**src/rtl/fetch_queue_if.sv**
```systemverilog
// Fetch front-end bundle: instruction-memory handshake, redirect/stall
// inputs from downstream, and the head entry presented to the FD latch.
interface fetch_queue_if;
  logic        imem_req;
  logic [15:0] imem_addr;
  logic [15:0] imem_rdata;
  logic        imem_done;
  logic        redirect_valid;
  logic [15:0] redirect_pc;
  logic        dec_stall;
  logic        fd_valid;
  logic [15:0] fd_instr;
  logic [15:0] fd_pc;
  logic [15:0] fd_pc_plus2;
  logic        halted;

  modport master (
    output imem_req,
    output imem_addr,
    input  imem_rdata,
    input  imem_done,
    input  redirect_valid,
    input  redirect_pc,
    input  dec_stall,
    output fd_valid,
    output fd_instr,
    output fd_pc,
    output fd_pc_plus2,
    output halted
  );

  modport slave (
    input  imem_req,
    input  imem_addr,
    output imem_rdata,
    output imem_done,
    output redirect_valid,
    output redirect_pc,
    output dec_stall,
    input  fd_valid,
    input  fd_instr,
    input  fd_pc,
    input  fd_pc_plus2,
    input  halted
  );
endinterface

```
**src/rtl/fetch_queue.sv**
```systemverilog
// Fetch stage front end: one-outstanding imem requester, sequential PC,
// and a small FIFO of {instr, pc} feeding the FD pipeline latch.
module fetch_queue #(
  parameter int          DEPTH     = 2,
  parameter logic [15:0] RESET_PC  = 16'h0000,
  parameter logic [15:0] NOP_INSTR = 16'h0800
) (
  input  logic          clk,
  input  logic          rst_n,
  fetch_queue_if.master bus
);

  localparam int AW = (DEPTH > 1) ? $clog2(DEPTH) : 1;
  localparam int CW = $clog2(DEPTH + 1);
  localparam logic [CW-1:0] FULL = CW'(DEPTH);

  typedef enum logic [1:0] {
    FETCH,
    WAIT,
    HALT
  } state_t;

  typedef struct packed {
    logic [15:0] instr;
    logic [15:0] pc;
  } fq_entry_t;

  state_t        state;
  logic [15:0]   pc;
  logic [15:0]   req_addr;
  logic          req;
  logic          squash;
  logic          halt_q;

  fq_entry_t     mem [DEPTH];
  fq_entry_t     head;
  logic [AW-1:0] wr_ptr;
  logic [AW-1:0] rd_ptr;
  logic [CW-1:0] count;
  logic [CW-1:0] count_ap;

  logic          fd_valid;
  logic          pop;
  logic          push;
  logic          issue;
  logic          is_halt;

  assign head     = mem[rd_ptr];
  assign fd_valid = count != '0;
  assign pop      = fd_valid & ~bus.dec_stall;
  assign count_ap = count - CW'(pop);
  assign is_halt  = bus.imem_rdata[15:11] == 5'b00000;

  assign issue = (state == FETCH)
               & ~bus.redirect_valid
               & (count_ap < FULL);

  assign push = (state == WAIT)
              & bus.imem_done
              & ~squash
              & ~bus.redirect_valid;

  // Request/PC sequencer; a redirect always wins over the normal flow.
  always_ff @(posedge clk or negedge rst_n) begin
    if (!rst_n) begin
      state    <= FETCH;
      pc       <= RESET_PC;
      req_addr <= RESET_PC;
      req      <= 1'b0;
      squash   <= 1'b0;
      halt_q   <= 1'b0;
    end else if (bus.redirect_valid) begin
      pc     <= bus.redirect_pc;
      halt_q <= 1'b0;
      if (state == WAIT && !bus.imem_done) begin
        state  <= WAIT;
        squash <= 1'b1;
      end else begin
        state  <= FETCH;
        req    <= 1'b0;
        squash <= 1'b0;
      end
    end else begin
      unique case (state)
        FETCH: begin
          if (issue) begin
            req      <= 1'b1;
            req_addr <= pc;
            pc       <= pc + 16'd2;
            state    <= WAIT;
          end
        end
        WAIT: begin
          if (bus.imem_done) begin
            req    <= 1'b0;
            squash <= 1'b0;
            if (!squash && is_halt) begin
              state  <= HALT;
              halt_q <= 1'b1;
            end else begin
              state <= FETCH;
            end
          end
        end
        HALT: begin
          req <= 1'b0;
        end
        default: begin
          state <= FETCH;
        end
      endcase
    end
  end

  // Entry FIFO; a redirect flushes it outright.
  always_ff @(posedge clk or negedge rst_n) begin
    if (!rst_n) begin
      wr_ptr <= '0;
      rd_ptr <= '0;
      count  <= '0;
      for (int i = 0; i < DEPTH; i++) begin
        mem[i] <= '0;
      end
    end else if (bus.redirect_valid) begin
      wr_ptr <= '0;
      rd_ptr <= '0;
      count  <= '0;
    end else begin
      if (push) begin
        mem[wr_ptr].instr <= bus.imem_rdata;
        mem[wr_ptr].pc    <= req_addr;
        wr_ptr            <= wr_ptr + AW'(1);
      end
      if (pop) begin
        rd_ptr <= rd_ptr + AW'(1);
      end
      count <= count + CW'(push) - CW'(pop);
    end
  end

  assign bus.imem_req    = req;
  assign bus.imem_addr   = req_addr;
  assign bus.fd_valid    = fd_valid;
  assign bus.fd_instr    = fd_valid ? head.instr : NOP_INSTR;
  assign bus.fd_pc       = head.pc;
  assign bus.fd_pc_plus2 = head.pc + 16'd2;
  assign bus.halted      = halt_q;

endmodule

```
**src/flat_wrapper.sv**
```systemverilog
// flat-port wrapper written by rule: the top's interface ports become plain ports
module fetch_queue_flat 
#(
  parameter int          DEPTH     = 2,
  parameter logic [15:0] RESET_PC  = 16'h0000,
  parameter logic [15:0] NOP_INSTR = 16'h0800
)
  (clk, rst_n, bus_imem_req, bus_imem_addr, bus_imem_rdata, bus_imem_done, bus_redirect_valid, bus_redirect_pc, bus_dec_stall, bus_fd_valid, bus_fd_instr, bus_fd_pc, bus_fd_pc_plus2, bus_halted);
  fetch_queue_if bus_i ();
  input  logic clk;
  input  logic rst_n;
  output wire logic [$bits(bus_i.imem_req)-1:0] bus_imem_req;
  output wire logic [$bits(bus_i.imem_addr)-1:0] bus_imem_addr;
  input wire logic [$bits(bus_i.imem_rdata)-1:0] bus_imem_rdata;
  input wire logic [$bits(bus_i.imem_done)-1:0] bus_imem_done;
  input wire logic [$bits(bus_i.redirect_valid)-1:0] bus_redirect_valid;
  input wire logic [$bits(bus_i.redirect_pc)-1:0] bus_redirect_pc;
  input wire logic [$bits(bus_i.dec_stall)-1:0] bus_dec_stall;
  output wire logic [$bits(bus_i.fd_valid)-1:0] bus_fd_valid;
  output wire logic [$bits(bus_i.fd_instr)-1:0] bus_fd_instr;
  output wire logic [$bits(bus_i.fd_pc)-1:0] bus_fd_pc;
  output wire logic [$bits(bus_i.fd_pc_plus2)-1:0] bus_fd_pc_plus2;
  output wire logic [$bits(bus_i.halted)-1:0] bus_halted;
  assign bus_imem_req = bus_i.imem_req;
  assign bus_imem_addr = bus_i.imem_addr;
  assign bus_i.imem_rdata = bus_imem_rdata;
  assign bus_i.imem_done = bus_imem_done;
  assign bus_i.redirect_valid = bus_redirect_valid;
  assign bus_i.redirect_pc = bus_redirect_pc;
  assign bus_i.dec_stall = bus_dec_stall;
  assign bus_fd_valid = bus_i.fd_valid;
  assign bus_fd_instr = bus_i.fd_instr;
  assign bus_fd_pc = bus_i.fd_pc;
  assign bus_fd_pc_plus2 = bus_i.fd_pc_plus2;
  assign bus_halted = bus_i.halted;
  fetch_queue #(.DEPTH(DEPTH), .RESET_PC(RESET_PC), .NOP_INSTR(NOP_INSTR)) u_core (.clk(clk), .rst_n(rst_n), .bus(bus_i));
endmodule
```
**config.mk**
```make
export PLATFORM = sky130hd
export DESIGN_NAME = fetch_queue_flat
export DESIGN_NICKNAME = d
export VERILOG_FILES = /design/src/rtl/fetch_queue_if.sv /design/src/rtl/fetch_queue.sv /design/src/flat_wrapper.sv
export SDC_FILE = /design/constraint.sdc
export NUM_CORES = 1
export LEC_CHECK = 0
export CAP_MARGIN = 0
export CORE_MARGIN = 1
export CORE_UTILIZATION = 56
export CTS_CLUSTER_DIAMETER = 60
export DETAILED_ROUTE_END_ITERATION = 10
export MAX_ROUTING_LAYER = met4
export PLACE_DENSITY = 0.86
export SLEW_MARGIN = 20
export SYNTH_ARGS = -nofsm -noshare
export SYNTH_HDL_FRONTEND = slang
export SYNTH_SLANG_ARGS = --single-unit
```
**constraint.sdc**
```tcl
create_clock -name clk -period 5.5 [get_ports clk]
set_clock_uncertainty 0.15 [all_clocks]
set_input_delay 1.1 -clock clk [delete_from_list [all_inputs] [get_ports clk]]
set_output_delay 1.1 -clock clk [all_outputs]
set_load 0.1 [all_outputs]
```
## Yosys cells after proc, flatten, opt, wreduce, memory -nomap -nowiden

Cells that the tools add are included.
Widths: inputs -> output; s select.

- Register bits: 105
- Input bits: 37
- Word-level logic and storage cells: 100

- Eq/ne operators: 6
- $add $sub $neg: 7
- Bitwise gates (word level): 11
- Reduce and logical (&&, ||, !) cells: 23
- $lt $le $gt $ge: 4
- Mux-type cells: 36

Operators with widths:

| kind | count |
|---|---|
| $bwmux 64 | 2 |
| $mux 32 | 4 |
| $mux 16 | 5 |
| $demux 32 s1 | 2 |
| $add 16x2->16 const B | 2 |
| $mux 1 | 16 |
| $reduce_bool 2->1 | 8 |
| $mux 2 | 5 |
| $reduce_and 3->1 | 3 |
| $and 1x1->1 | 6 |
| $pmux 2 s3 | 1 |
| $reduce_and 2->1 | 3 |
| $logic_not 5->1 | 1 |
| $ge 2x2->1 const B | 2 |
| $ne 2x2->1 const B | 2 |
| $not 1->2 | 2 |
| $reduce_and 4->1 | 1 |
| $reduce_bool 4->1 | 1 |
| $sub 2x1->2 | 2 |
| $logic_and 1x1->1 | 3 |
| $ne 3x2->1 const B | 1 |
| $ne 3x3->1 const B | 1 |
| $not 1->1 | 3 |
| $pmux 1 s3 | 1 |
| 8 further kinds | 10 |

## Longest topological paths before layout

Gate-level depths: netlist of run 1.

- Word-level depth: 8
- Gate-level depth with buffers: 10

## Least setup slack after synthesis of run 1

Ideal clock, no wire load.

- Kind: flip-flop to output port
- Start point: register u_core.rd_ptr
- End point: output port bus_fd_pc_plus2[5]
- Path slack: -1.906 ns
- Required time: 4.250 ns
- Data arrival time: 6.156 ns
- Stages on the path, launching flop included: 10
- Buffers on the path: 4
- Cell sequence: dfrtp_1 > buf_4 > buf_2 > buf_2 > buf_2 > mux2i_1 > inv_1 > ha_1 > a21boi_1 > xnor2_1

- Cells in the longest elaborated chain, start to end: 5

Ends and longest elaborated chain:

| element | RTL line | source |
|---|---|---|
| from (decl) | fetch_queue.sv:38 | `logic [AW-1:0] rd_ptr;` |
| from (signal assigned) | fetch_queue.sv:135 | `rd_ptr <= rd_ptr + AW'(1);` |
| $not 1->2 (not written as such) | fetch_queue.sv:48 | `assign head = mem[rd_ptr];` |
| $mux 32 (not written as such) (3 in series) | fetch_queue.sv:48 |  |
| net bus_fd_pc[1] | flat_wrapper.sv:21 | `output wire logic [$bits(bus_i.fd_pc)-1:0] bus_fd_pc;` |
| $add 16x2->16 | fetch_queue.sv:146 | `assign bus.fd_pc_plus2 = head.pc + 16'd2;` |
| to (decl) | flat_wrapper.sv:22 | `output wire logic [$bits(bus_i.fd_pc_plus2)-1:0] bus_fd_pc_plus2;` |

The timed path passes the listed nets, and every way through them passes these cells. The select of a mux whose other input is x is not followed.

## Final worst setup path of run 1

- Start point: register u_core.rd_ptr
- End point: output port bus_fd_pc_plus2[6]

- Cells in the longest elaborated chain, start to end: 5

Ends and longest elaborated chain:

| element | RTL line |
|---|---|
| $not 1->2 (not written as such) | fetch_queue.sv:48 |
| $mux 32 (not written as such) (3 in series) | fetch_queue.sv:48 |
| $add 16x2->16 | fetch_queue.sv:146 |

Every way passes these cells. The select of a mux whose other input is x is not followed.

==> results of run 1 <==
worst reg2reg max path: cells and delay by family (launching register included):
family / cells / cell delay [ps]
muxes: 1 / 410
and+or+nand+nor: 4 / 910
xor gates and xnor gates: 1 / 360
DFF: 1 / 480
adders and majority gates: 1 / 260
buffers and inverters: 1 / 240
metal layers:
layer  routed length, µm  share of wire [%]  global-route usage (%)
met1                4950                 44                    32.5
met2                5640                 51                    41.5
met3                 408                3.7                    3.29
met4                 136                1.2                    7.23
met5                   0                  0                       -
cells in the final DEF (no fill, tap or decap), drive strengths merged, types with 2 or more instances in the layout:
cell type / synthesis / final
and4: 2 / 2
a31oi: 7 / 7
nor2b: 2 / 2
clkinv: 1 / 5
nor3: 3 / 3
xor2: 11 / 11
a211oi: 2 / 2
nand4b: 3 / 3
dfrtp: 105 / 105
and3: 3 / 3
clkdlybuf4s50: 0 / 91
inv: 11 / 13
or4: 6 / 6
mux2: 92 / 92
xnor2: 12 / 12
a22o: 2 / 2
nor2: 28 / 28
nand3: 11 / 11
nand2: 21 / 21
nand3b: 2 / 2
nor4: 2 / 2
o21ai: 13 / 13
nand4: 9 / 9
buf: 16 / 18
o31ai: 7 / 7
a21boi: 2 / 2
ha: 8 / 8
mux2i: 22 / 22
clkbuf: 4 / 10
and2: 2 / 2
nand2b: 3 / 3
flip-flops by register name, summed over array words and instances (netlist names):
| name | flops |
|---|---|
| u_core.count | 2 |
| u_core.bus.imem_req | 1 |
| u_core.mem | 64 |
| u_core.pc | 16 |
| u_core.state | 2 |
| u_core.wr_ptr | 1 |
| u_core.bus.imem_addr | 16 |
| u_core.bus.halted | 1 |
| u_core.rd_ptr | 1 |
| u_core.squash | 1 |
path summary, 6_finish.rpt:
path	start	to	slack (ps)
max in group asynchronous	rst_n	u_core.rd_ptr	3440
worst min-delay path	u_core.mem[40]	u_core.mem[40]	360
worst max register to register	u_core.count[1]	u_core.bus.imem_addr[5]	2590
min in group asynchronous	rst_n	u_core.pc[11]	620
worst max-delay path	u_core.rd_ptr	bus_fd_pc_plus2[6]	930
worst min register to register	u_core.mem[40]	u_core.mem[40]	360
kinds of logic (layout without fill, tap and decap cells):
family,after synthesis,count (layout)
AOI/OAI and AO/OA,41,41
adders and majority gates,8,8
buffers and inverters,32,137
and+or+nand+nor,99,99
muxes,114,114
DFF,105,105
xor gates and xnor gates,23,23
cell type report:
type	instances	area share, %
clock buffer	10	2.11
inverter	12	0.692
clock inverter	6	0.788
timing repair buffer	109	16.1
multi-input combinational	285	37.9
tap	108	2.08
sequential	105	40.4
through the flow:
step | util (%) | instance area [µm²] | setup slack, ps | hold WS, ps | cells
after floorplan | - | 5240 | 81.5 | 324 | 422
after global placement | 71.5 | 6320 | 1440 | 332 | 619
after detailed placement | 71.5 | 6320 | 1350 | 342 | 619
after CTS | 73.6 | 6510 | 948 | 364 | 635
after global routing | 73.6 | 6510 | 772 | 380 | 635
final | 73.6 | 6510 | 935 | 363 | 635
==> reports/metrics.yaml, run 1 <==
grt:
  wire_length_of_the_first_global_routing_pass_mm: 18.3
  initial_antenna_violation_count: 0
  gr-total-overflow: 0
  grt_max_degree: 58
  vias_in_the_first_global_route: 3694
  grt_usage_pct: 25.1
route:
  drt_first_pass_iters: 8
  count_of_nets_left_with_antenna_violations_after_detail_routing: 0
  routed_wl_mm: 11.1
  drtIter0Drc: 172
  wire_per_inst_um: 17.5
  remaining_drc_errors: 9
  routed_via_density: 5.81
  via_count: 3687
placement:
  place_hpwl_mm: 7.92
  io_buffers: 103
  gp_routability_congestion: 0.860
floorplanning:
  die_width_um: 98.1
  coreArea_um2: 8850
  core.rowCount: 34
  die_area_um2: 9630
  fp.dieH_um: 98.1
  start_util_pct: 58.5
  num_io_pins: 104
status:
  run_status: "finished with violations"
  violations: "design-rule violations"
yosys:
  synth.net_count: 467
  synth.top_cells.by_area: "sky130_fd_sc_hd__dfrtp_1 51%, sky130_fd_sc_hd__mux2_2 20%, sky130_fd_sc_hd__mux2i_1 4.3%"
  distinct_cells_synth: 47
  synth-seq-area-share_pct: 50.8
  synth_top_cell_area_share_pct: 50.8
  syn_avg_cell_area_um2: 12.3
  arithmetic_cell_share_of_the_synthesized_area_counting_full_adders_half_adders_and_majority_gates_pct: 1.93
  synth-simple-area-share_pct: 10.5
  mappedNetlistArea_um2: 5170
  yosys.area_share.xor_xnor_pct: 4.26
  multiplexer_area_fraction_after_synthesis_pct: 24.3
  ys_async_sr_fraction_pct: 100
  cell_with_the_most_instances_after_synthesis: "sky130_fd_sc_hd__dfrtp_1"
  synth.ff_latch_count: 105
  synth_enable_flop_cells: 0
  postSynthCellCount: 422
  yosysWarningCount: 0
  dominantRegCellSynth: "sky130_fd_sc_hd__dfrtp_1"
  synth_area_in_compound_gates_pct: 5.30
  synth.largest_area_cell: "sky130_fd_sc_hd__dfrtp_1"
  main_combinational_cell_family_by_area_after_synthesis: "multiplexers"
  synth.cells.most_frequent: "105 x sky130_fd_sc_hd__dfrtp_1, 92 x sky130_fd_sc_hd__mux2_2, 27 x sky130_fd_sc_hd__nor2_1"
run:
  timing.max_cap.violations: 0
setup_path:
  critPathTopFamily: "buffers and inverters"
  reg2regPathDepth: 8
  crit_arrival_ps: 3320
  worstSetupPathDepth: 5
  timing.critical_path.slowest_stage_cell: "sky130_fd_sc_hd__clkdlybuf4s50_1"
  required_time_of_the_critical_path_ps: 4250
  max_stage_delay_ps: 1140
  start_kind: "register"
  critPathBufInv: 2
  type_of_the_setup_path_with_the_least_slack: "reg2out"
  cells_along_the_critical_path: "mux2i_1 -> inv_1 -> and3_1 -> xor2_1 -> clkdlybuf4s50_1"
  worstSetupEndpointType: "output pin"
  critPathMaxFanout: 37
cells_and_area:
  multiInputGateArea_um2: 2470
  antennaDiodeCount: 0
  drive_above_1_share_pct: 26.6
  register_area_um2: 2630
  nFillCells: 589
  syn2layout_area_growth_pct: 25.9
  final_nets: 567
timing:
  final-setup-viol-count: 0
  timing.fmax_mhz: 219
  period_share_pct: 83.0
  timing_max_transition_violations_final: 0
  hold_viol_final: 0
  setup_repair_after_global_routing_missed_its_margin: "false"
  final.setup.tns_ps: 0
  layout_min_cycle_time_ps: 4570
  max_slew.worst_pin.slew_ps: 1010
  relative_slew_slack_pct: 32.2
min_path:
  min_delay_path_depth: 1
  min-delay-path-class: "reg2reg"
clock_tree:
  cts-resized-gates: 0
  worstSkewPairLatency_ps: 360
  postCtsSetupBuffers: 0
  clock_tree_from_tritoncts: "yes"
  clock-sinks: 105
  path_clk_slew_ps: 100
  ctsLongestPathBuffers: 2
  cts_buffers: 9
  cts_htree_levels: 3
  cts-root-buf: "sky130_fd_sc_hd__clkbuf_8"
  post_cts_hold_buffer_count: 0
Power of run 1 is not shown: default switching activity piles up to over one toggle a cycle in this logic, so the estimate is an artifact.
==> run 2: changes to the inputs <==
- CORE_UTILIZATION: 56 -> 47
- PLACE_DENSITY: 0.86 -> 0.77
- clock period: 5.5 -> 3.8 ns (I/O delays scaled with it)
==> run 2 against run 1 <==
The run now ends clean. Flip-flop and latch count unchanged. Register-to-register slack worse by 1700 ps. Hold slack worse by 99 ps. Non-clock buffer count increased by 2. Via count shrank 0.22%. Global-route usage down 3.4 points. Critical endpoint is now bus_fd_pc_plus2[15].
==> reports/metrics.yaml, run 2 (synthesis gave the netlist of run 1 again) <==
route:
  routed_wl_mm: 11.3  # +1.8%
  drtIter0Drc: 124  # -28%
  drt_first_pass_iters: 4  # -4
  routed_via_density: 5.53  # -4.7%
  via_count: 3679  # -0.22%
  remaining_drc_errors: 0  # -9
  wire_per_inst_um: 17.1  # -2.7%
  count_of_nets_left_with_antenna_violations_after_detail_routing: 0  # unchanged
cells_and_area:
  nFillCells: 799  # +36%
  multiInputGateArea_um2: 2600  # +5.3%
  antennaDiodeCount: 0  # unchanged
  top_register: "u_core.mem"
  layout_common_cells: "104 x sky130_fd_sc_hd__dfrtp_1, 92 x sky130_fd_sc_hd__mux2_2, 52 x sky130_fd_sc_hd__clkdlybuf4s50_1, 49 x sky130_fd_sc_hd__buf_4, 27 x sky130_fd_sc_hd__nor2_1"
  drive_above_1_share_pct: 35.3  # +8.8 points
  largest_register_ffs: 64  # unchanged
  syn2layout_area_growth_pct: 30.7
  final_nets: 569  # +0.35%
  layout_commonest_cell: "sky130_fd_sc_hd__dfrtp_1"
  register_area_um2: 2630  # about the same
floorplanning:
  coreArea_um2: 10500  # +19%
  start_util_pct: 49.2  # -9.2 points
  fp.dieH_um: 107  # +9.0%
  core.rowCount: 37  # +8.8%
  die_width_um: 107  # +9.0%
  num_io_pins: 104  # unchanged
  die_area_um2: 11400  # +19%
setup_path:
  crit_arrival_ps: 2630  # -690 ps
  critPathMaxFanout: 29  # -22%
  required_time_of_the_critical_path_ps: 2890  # -1360 ps
  start_kind: "register"
  critical_path_startpoint: "u_core.rd_ptr"
  type_of_the_setup_path_with_the_least_slack: "reg2out"
  r2r-start: "u_core.count[1]"
  worstSetupEndpointType: "output pin"
timing:
  setup_repair_after_global_routing_missed_its_margin: "false"
  final-setup-viol-count: 0  # unchanged
  pnr_worst_setup_slack_ps: 264  # -671 ps
  timing_max_transition_violations_final: 0  # unchanged
  layout_min_cycle_time_ps: 3540
  max_slew.worst_pin.slew_ps: 1000  # -11.3 ps
  period_share_pct: 93.1
  hold_viol_final: 0  # unchanged
  relative_slew_slack_pct: 33.0  # +0.75 points
  timing.fmax_mhz: 283
run:
  timing.max_cap.violations: 0  # unchanged
placement:
  gp_routability_congestion: 0.854  # -0.78%
  detailedPlace.worstSlack_ps: 552  # -803 ps
  io_buffers: 103  # unchanged
  place_hpwl_mm: 8.26  # +4.3%
clock_tree:
  worstSkewPairLatency_ps: 370  # about the same
  clock_tree_from_tritoncts: "yes"
  ctsLongestPathBuffers: 2  # unchanged
  clock-sinks: 105  # unchanged
  cts_htree_levels: 3  # unchanged
  cts-root-buf: "sky130_fd_sc_hd__clkbuf_8"
  cts_buffers: 9  # unchanged
  path_clk_slew_ps: 100  # about the same
grt:
  initial_antenna_violation_count: 0  # unchanged
  vias_in_the_first_global_route: 3748  # +1.5%
  gr-total-overflow: 0  # unchanged
  wire_length_of_the_first_global_routing_pass_mm: 18.7  # +1.7%
  grt_max_degree: 58  # unchanged
  grt_usage_pct: 21.6  # -3.4 points
min_path:
  min-delay-path-class: "in2async"
status:
  run_status: "finished, final reports clean"
run 2: cell count changes in the layout (fill, tap and decap cells not counted), moves of 2 or more:
cell,change
sky130_fd_sc_hd__xnor2_2,-2
sky130_fd_sc_hd__bufinv_16,+2
sky130_fd_sc_hd__buf_12,+10
sky130_fd_sc_hd__clkdlybuf4s50_1,-39
sky130_fd_sc_hd__xnor2_1,-3
sky130_fd_sc_hd__xnor2_4,+5
sky130_fd_sc_hd__buf_4,+31
run 2: layout make-up:
| cell class | count | area share (%) |
|---|---|---|
| Sequential cell | 105 | 38.9 |
| Multi-Input combinational cell | 285 | 38.4 |
| Timing Repair Buffer | 111 | 16.1 |
| Tap cell | 136 | 2.52 |
| Clock buffer | 11 | 2.09 |
| Clock inverter | 5 | 1.28 |
| Inverter | 12 | 0.721 |
run 2: critical path: stages (launching register included):
cell and delay (ps):
sky130_fd_sc_hd__dfrtp_4 640, sky130_fd_sc_hd__mux2i_4 260, sky130_fd_sc_hd__clkinvlp_4 100, sky130_fd_sc_hd__ha_4 160, sky130_fd_sc_hd__a21boi_4 350, sky130_fd_sc_hd__nand4_1 310
sky130_fd_sc_hd__xnor2_4 240, sky130_fd_sc_hd__buf_12 190
run 2: worst paths after layout:
| check | slack, ps | to | depth (start not counted) |
|---|---|---|---|
| min | 260 | u_core.bus.imem_req | 1 |
| max reg2reg | 910 | u_core.bus.imem_addr[13] | 8 |
| max | 260 | bus_fd_pc_plus2[15] | 7 |
| min reg2reg | 360 | u_core.mem[15] | 1 |
| max in group asynchronous | 2490 | u_core.rd_ptr | 2 |
| min in group clk | 360 | u_core.mem[15] | 1 |
run 2: what timing repair did:
action	CTS	global route
endpoints found under the setup margin	0	1
hold buffers	0	0
resized for setup	0	1
buffers inserted	0	0
run 2: layer usage:
layer	part of all wire, %	wire (µm)	track usage, %
met2	50	5700	35.2
met5	0	0	-
met3	3.0	339	3.47
met4	1.1	123	6.26
met1	46	5180	28.2
run 2: metrics by stage:
stage | utilization (%) | area [µm²] | setup TNS (ps) | hold WS (ps) | std cells
3_5_place_dp | 62.2 | 6530 | 0 | 345 | 649
4_1_cts | 64.3 | 6760 | 0 | 275 | 665
6_report | 64.4 | 6760 | 0 | 264 | 665
3_3_place_gp | 62.2 | 6530 | 0 | 333 | 649
2_1_floorplan | - | 5400 | -4000 | 314 | 422
5_1_grt | 64.4 | 6760 | 0 | 303 | 665
Power of run 2 is left out for the same reason.
